<file path="config.mk">
export PLATFORM = sky130hd
export DESIGN_NAME = uart_rx_flat
export DESIGN_NICKNAME = d
export VERILOG_FILES = /design/src/rtl/uart_rx_if.sv /design/src/rtl/uart_rx.sv /design/src/flat_wrapper.sv
export SDC_FILE = /design/constraint.sdc
export NUM_CORES = 1
export LEC_CHECK = 0
export BUFFER_PORTS_ARGS = -buffer_cell sky130_fd_sc_hd__buf_4
export CAP_MARGIN = 10
export CORE_UTILIZATION = 35
export DETAILED_ROUTE_END_ITERATION = 12
export PLACE_DENSITY = 0.61
export SYNTH_ARGS = -nofsm -noshare
export SYNTH_HDL_FRONTEND = slang
export SYNTH_SLANG_ARGS = --single-unit
</file>
<file path="constraint.sdc">
create_clock -name clk -period 2.15 [get_ports clk]
set_clock_uncertainty 0.15 [all_clocks]
set_input_delay 0.1075 -clock clk [delete_from_list [all_inputs] [get_ports clk]]
set_output_delay 0.1075 -clock clk [all_outputs]
set_load 0.01 [all_outputs]
</file>
<file path="src/rtl/uart_rx_if.sv">
// uart_rx_if: serial line plus received-word handshake of the UART receiver
interface uart_rx_if;
    logic        rx;
    logic [15:0] data;
    logic        data_valid;
    logic        frame_error;
    logic        busy;
    modport master (output rx, input data, data_valid, frame_error, busy);
    modport slave (input rx, output data, data_valid, frame_error, busy);
endinterface

</file>
<file path="src/rtl/uart_rx.sv">
// uart_rx: oversampling 8N1 receiver that assembles two bytes into one 16-bit word
module uart_rx #(
    parameter int OVS      = 16,
    parameter int GAP_BITS = 4
) (
    input logic clk,
    input logic rst,
    uart_rx_if.slave u
);
    localparam int TW = $clog2(OVS);
    localparam int GW = $clog2(GAP_BITS * OVS);
    localparam logic [TW-1:0] HALF  = TW'(OVS / 2 - 1);
    localparam logic [TW-1:0] FULL  = TW'(OVS - 1);
    localparam logic [GW-1:0] GLAST = GW'(GAP_BITS * OVS - 1);
    typedef enum logic [2:0] {IDLE, START, DATA, STOP, GAP} state_t;
    state_t state, state_n;
    logic rx_m, rx_s;
    logic [1:0] warm;
    logic armed;
    logic [TW-1:0] tick, tick_n;
    logic [2:0] bit_idx, bit_idx_n;
    logic byte_idx, byte_idx_n;
    logic [GW-1:0] gap_cnt, gap_cnt_n;
    logic [7:0] shift, shift_n, byte0, byte0_n;
    logic [15:0] data_n;
    logic dv_n, fe_n;
    assign u.busy = state != IDLE;
    always_comb begin
        state_n    = state;
        tick_n     = tick;
        bit_idx_n  = bit_idx;
        byte_idx_n = byte_idx;
        gap_cnt_n  = gap_cnt;
        shift_n    = shift;
        byte0_n    = byte0;
        data_n     = u.data;
        dv_n       = 1'b0;
        fe_n       = 1'b0;
        case (state)
            IDLE: if (armed && !rx_s) begin
                state_n    = START;
                tick_n     = '0;
                byte_idx_n = 1'b0;
            end
            START: begin
                tick_n = tick + 1'b1;
                if (tick == HALF) begin
                    tick_n    = '0;
                    bit_idx_n = '0;
                    state_n   = rx_s ? (byte_idx ? GAP : IDLE) : DATA;
                end
            end
            DATA: begin
                tick_n = tick + 1'b1;
                if (tick == FULL) begin
                    tick_n    = '0;
                    shift_n   = {rx_s, shift[7:1]};
                    bit_idx_n = (bit_idx == 3'd7) ? 3'd0 : bit_idx + 1'b1;
                    state_n   = (bit_idx == 3'd7) ? STOP : DATA;
                end
            end
            STOP: begin
                tick_n = tick + 1'b1;
                if (tick == FULL) begin
                    tick_n = '0;
                    if (!rx_s) begin
                        fe_n       = 1'b1;
                        byte_idx_n = 1'b0;
                        state_n    = IDLE;
                    end else if (!byte_idx) begin
                        byte0_n    = shift;
                        byte_idx_n = 1'b1;
                        gap_cnt_n  = '0;
                        state_n    = GAP;
                    end else begin
                        data_n     = {shift, byte0};
                        dv_n       = 1'b1;
                        byte_idx_n = 1'b0;
                        state_n    = IDLE;
                    end
                end
            end
            GAP: if (!rx_s) begin
                state_n = START;
                tick_n  = '0;
            end else if (gap_cnt == GLAST) begin
                fe_n       = 1'b1;
                byte_idx_n = 1'b0;
                gap_cnt_n  = '0;
                state_n    = IDLE;
            end else begin
                gap_cnt_n = gap_cnt + 1'b1;
            end
            default: state_n = IDLE;
        endcase
    end
    // armed blocks a start until the line has been seen high after reset
    always_ff @(posedge clk) begin
        if (rst) begin
            rx_m          <= 1'b1;
            rx_s          <= 1'b1;
            warm          <= '0;
            armed         <= 1'b0;
            state         <= IDLE;
            tick          <= '0;
            bit_idx       <= '0;
            byte_idx      <= 1'b0;
            gap_cnt       <= '0;
            shift         <= '0;
            byte0         <= '0;
            u.data        <= '0;
            u.data_valid  <= 1'b0;
            u.frame_error <= 1'b0;
        end else begin
            rx_m          <= u.rx;
            rx_s          <= rx_m;
            warm          <= {warm[0], 1'b1};
            armed         <= armed | (warm[1] & rx_s);
            state         <= state_n;
            tick          <= tick_n;
            bit_idx       <= bit_idx_n;
            byte_idx      <= byte_idx_n;
            gap_cnt       <= gap_cnt_n;
            shift         <= shift_n;
            byte0         <= byte0_n;
            u.data        <= data_n;
            u.data_valid  <= dv_n;
            u.frame_error <= fe_n;
        end
    end
endmodule
</file>
<file path="src/flat_wrapper.sv">
// flat-port wrapper written by rule: the top's interface ports become plain ports
module uart_rx_flat 
#(
    parameter int OVS      = 16,
    parameter int GAP_BITS = 4
)
  (clk, rst, u_rx, u_data, u_data_valid, u_frame_error, u_busy);
  uart_rx_if u_i ();
  input logic clk;
  input logic rst;
  input wire logic [$bits(u_i.rx)-1:0] u_rx;
  output wire logic [$bits(u_i.data)-1:0] u_data;
  output wire logic [$bits(u_i.data_valid)-1:0] u_data_valid;
  output wire logic [$bits(u_i.frame_error)-1:0] u_frame_error;
  output wire logic [$bits(u_i.busy)-1:0] u_busy;
  assign u_i.rx = u_rx;
  assign u_data = u_i.data;
  assign u_data_valid = u_i.data_valid;
  assign u_frame_error = u_i.frame_error;
  assign u_busy = u_i.busy;
  uart_rx #(.OVS(OVS), .GAP_BITS(GAP_BITS)) u_core (.clk(clk), .rst(rst), .u(u_i));
endmodule
</file>
==> metrics.md <==
| Metric | Value |
|---|---|
| Count of mapped cells out of synthesis | `252` |
| DRC violations left | `0` |
| Number of enable-type register cells in the synthesized netlist | `0` |
| Fraction of layout cells with a size suffix above 1 | `between 10% and 20%` |
| Sequence of cells on the critical path | `ha_1, and3_1, or3b_4, mux2i_1, nor2_1` |
| GRT overflow | `0` |
| Final Worst Setup Slack | `between 0.2 and 0.25 ns` |
| Type of the worst setup path | `register to register` |
| Number of standard cells in the final layout excluding fillers | `354` |
| Largest incremental delay on the critical path | `0.49 ns` |
| Setup Fix Bufs, Post-CTS | `0` |
| Number of hold-slack violations in the final timing report | `0` |
| Reg clk slew, reported paths | `0.10 ns` |
| Finished layout cell area | `2800 um2` |
| Detail Route Antenna Nets | `0` |
| Maximum buffer depth of the clock tree | `2` |
| Worst Hold End | `u_core.rx_s` |
| TritonCTS clock tree | `done` |
| Chip Height | `about 85 um` |
| Global-route wire length before repair | `7860 um` |
| Final GP Congestion | `0.809` |
| Initial drt markers | `99` |
| Largest net degree at the start of global routing | `37` |
| CP arrival | `2.00 ns` |
| Kind of launch point of the worst setup path | `register` |
| Post-synthesis instance area | `2410 um2` |
| Sum Neg Setup Slack | `0 ns` |
| Starting density of the core | `37.1%` |
| Count of antenna diodes in the layout | `0` |
| CP top delay family | `simple AND/OR/NAND/NOR gates` |
| Critical Path Fanout Max | `8` |
| Placement-stage cell area | `2660 um2` |
| Max-cap violations | `0` |
| Largest area contributor in the netlist | `sky130_fd_sc_hd__dfxtp_1` |
| Worst r2r src | `u_core.tick[0]` |
| Worst IR Drop VDD | `0.000293 V` |
| Most frequently used flop master after synthesis | `sky130_fd_sc_hd__dfxtp_1` |
| Total count of max-transition violations in the final report | `0` |
| TritonCTS Buffers | `5` |
| Area delta synth->final | `16.4%` |
| Leading post-synthesis cells by cell area | `sky130_fd_sc_hd__dfxtp_1, sky130_fd_sc_hd__mux2i_1, sky130_fd_sc_hd__nor2_1` |
| Required time of the worst setup path | `2.20 ns` |
| Worst Setup Slack post-DPL | `0.130 ns` |
| Hold Crit Depth | `1` |
| Synth Register Bits | `56` |
| IO Port Bufs | `21` |
| Leakage dissipation | `1.11 nW` |
| Post-DR vias/cell | `5.07` |
| Number of antenna violations at the first check in global routing | `0` |
| Unrepaired setup endpoints after global routing | `false` |
| # nets final | `283` |
| Critical Path Slowest Stage Cell | `sky130_fd_sc_hd__or3b_4` |
| Overall die area | `7220 um2` |
| Number of cells in the design after placement | `approximately 340` |
| Hpwl dp | `~3200 um` |
| Worst setup EP type | `register` |
| First-pass DRT Iterations | `6` |
| R2r endpoint | `u_core.shift[4]` |
| Horizontal extent of the die | `about 85 um` |
| Number of global-route vias before repair | `roughly 1,700` |
| Setup slack of the most critical reg-to-reg path | `0.20 ns` |
| Drt wl/cell | `13.0 um` |
| Buffer type at the clock tree root | `sky130_fd_sc_hd__clkbuf_8` |
| Proportion of synthesized flip-flops having asynchronous set or reset | `0%` |
| Number of unique standard cell types used by synthesis | `52` |
| Status | `completed` |
| Ports placed on the boundary | `22` |
| Final wirelength | `4590 um` |
| Area of the core | `6490 um2` |
| Worst-case reg-to-reg path depth | `5` |
| Post-synthesis sequential area ratio | `~47%` |
| Overall Global Routing Usage | `13.6%` |
| Hold/Removal Path Class | `register to register` |
| Clock latency on the worst-skew pair | `roughly 0.32 ns` |
| Number of H-tree levels | `2` |
| Total of endpoints with negative setup slack in the final report | `0` |
| Maximum clock frequency | `513 MHz` |
| Worst-case headroom to the max-slew limit | `71.8%` |
| Mean post-synth cell area | `9.56 um2` |
| Hold path startpoint | `u_core.rx_m` |
| Power density relative to cell area | `just over 600 nW/um2` |
| Number of sinks handled by clock tree synthesis | `56` |
| Final critical delay including setup and external delays | `1.95 ns` |
| Site row count | `29` |
| Total number of yosys warnings | `0` |
| Nets in the synthesized netlist | `between 200 and 300` |
| Area share of the largest cell type after synthesis | `46.5%` |
| Vias | `1,795` |
| Buffering stage count on the worst path with inverters included | `0` |
| Transition at the pin with the smallest max-transition slack | `0.423 ns` |
| Tcrit/Tclk final | `between 90% and 100%` |
cells in the mapped netlist, types with 3 or more instances:
| cell | instances |
|---|---|
| sky130_fd_sc_hd__buf_2 | 5 |
| sky130_fd_sc_hd__inv_1 | 5 |
| sky130_fd_sc_hd__nand3b_1 | 3 |
| sky130_fd_sc_hd__a21oi_1 | 18 |
| sky130_fd_sc_hd__dfxtp_1 | 56 |
| sky130_fd_sc_hd__nand2b_1 | 7 |
| sky130_fd_sc_hd__mux2i_1 | 25 |
| sky130_fd_sc_hd__nor4_1 | 4 |
| sky130_fd_sc_hd__nand3_1 | 7 |
| sky130_fd_sc_hd__and3_1 | 3 |
| sky130_fd_sc_hd__clkbuf_1 | 8 |
| sky130_fd_sc_hd__ha_1 | 4 |
| sky130_fd_sc_hd__nor3_1 | 5 |
| sky130_fd_sc_hd__nor2_1 | 30 |
| sky130_fd_sc_hd__nand2_1 | 23 |
timing repair:
action / 4_1_cts / 5_1_grt
setup endpoints to repair: 0 / 9
hold endpoints to repair: 12 / 0
gates resized for setup: 0 / 4
hold buffers: 2 / 0
power by group:
part / internal, W / switching [W] / total, W / leakage (nW)
combinational: 0.0000151 / 0.0000262 / 0.0000413 / 0.616
clock: 0.000238 / 0.000364 / 0.000602 / 0.0452
sequential: 0.00104 / 0.00000545 / 0.00105 / 0.453
state kept, by name, indices dropped and copies added (netlist names):
register / flops
u_core.u.data: 16
u_core.byte0: 8
u_core.shift: 8
u_core.gap_cnt: 6
u_core.tick: 4
u_core.bit_idx: 3
u_core.state: 3
u_core.warm: 2
u_core.armed: 1
u_core.byte_idx: 1
u_core.rx_m: 1
u_core.rx_s: 1
u_core.u.data_valid: 1
u_core.u.frame_error: 1
layer usage:
layer | GRT usage, % | routed length (um) | vias to the layer above
li1 | - | - | 943
met1 | 18.3 | 2320 | 823
met2 | 20.8 | 2060 | 21
met3 | 3.02 | 107 | 8
met4 | 6.16 | 99 | 0
met5 | 0 | 0 | -
cell usage in the layout, fill, tap and decap left out, types with 2 or more instances in the layout:
master	synthesis	layout
sky130_fd_sc_hd__nor3_1	5	5
sky130_fd_sc_hd__ha_1	4	4
sky130_fd_sc_hd__dfxtp_1	56	55
sky130_fd_sc_hd__o21bai_1	2	2
sky130_fd_sc_hd__inv_6	0	2
sky130_fd_sc_hd__mux2i_1	25	25
sky130_fd_sc_hd__nor4b_1	2	2
sky130_fd_sc_hd__a21oi_1	18	18
sky130_fd_sc_hd__nand2b_1	7	7
sky130_fd_sc_hd__nor4_1	4	4
sky130_fd_sc_hd__dlygate4sd3_1	0	2
sky130_fd_sc_hd__a22oi_1	2	2
sky130_fd_sc_hd__o31ai_1	2	2
sky130_fd_sc_hd__xor2_1	2	2
sky130_fd_sc_hd__and4_1	2	2
sky130_fd_sc_hd__inv_1	5	5
sky130_fd_sc_hd__nand3_1	7	7
sky130_fd_sc_hd__and3_1	3	3
sky130_fd_sc_hd__or2_2	2	2
sky130_fd_sc_hd__nor2b_1	2	2
sky130_fd_sc_hd__buf_4	0	29
sky130_fd_sc_hd__a31oi_1	2	2
sky130_fd_sc_hd__and4bb_2	2	2
sky130_fd_sc_hd__nor2_1	30	30
sky130_fd_sc_hd__nand2_1	23	23
sky130_fd_sc_hd__clkbuf_8	0	5
sky130_fd_sc_hd__and2_1	2	2
sky130_fd_sc_hd__nand3b_1	3	3
worst max-delay path by stage:
stage / from / slack, ns / to / depth (start not counted)
2_1_floorplan: u_core.tick[0] / 0.20 / u_core.u.data[10] / 6
3_3_place_gp: u_core.tick[0] / 0.17 / u_core.shift[5] / 5
3_5_place_dp: u_core.gap_cnt[0] / 0.13 / u_core.state[2] / 5
4_1_cts: u_core.gap_cnt[0] / 0.1 / u_core.state[2] / 5
5_1_grt: u_core.tick[0] / 0.03 / u_core.gap_cnt[2] / 5
6_report: u_core.tick[0] / 0.20 / u_core.shift[4] / 5
area by class of cell:
type	count	area (um2)
repair buffers	32	258
flip-flops and latches	56	1120
clock buffers	5	68.8
well taps	77	96.3
clock inverters	3	25.0
fillers	638	3690
multi-input cells	176	1210
inverters	5	18.8
per-stage QoR:
stage          hold slack [ns]  utilization [%]  total power [W]
2_1_floorplan           0.0544                -          0.00110
3_3_place_gp             0.143             41.0          0.00111
3_5_place_dp             0.145             41.0          0.00111
4_1_cts                  0.279             42.8          0.00171
5_1_grt                  0.300             43.2          0.00176
6_report                 0.281             43.2          0.00169
cell families (layout without fill, tap and decap cells):
logic type	count (synthesis)	in the layout	synth area share (%)
AND/OR/NAND/NOR	104	104	23.4
flip-flops	56	56	46.5
AO/OA/AOI/OAI	39	39	12.0
multiplexers	26	26	10.9
buffers and inverters	20	45	4.05
adder cells (fa/ha/maj)	4	4	2.08
XOR/XNOR	3	3	1.09
No activity file was read; power rests on OpenSTA's default activity.
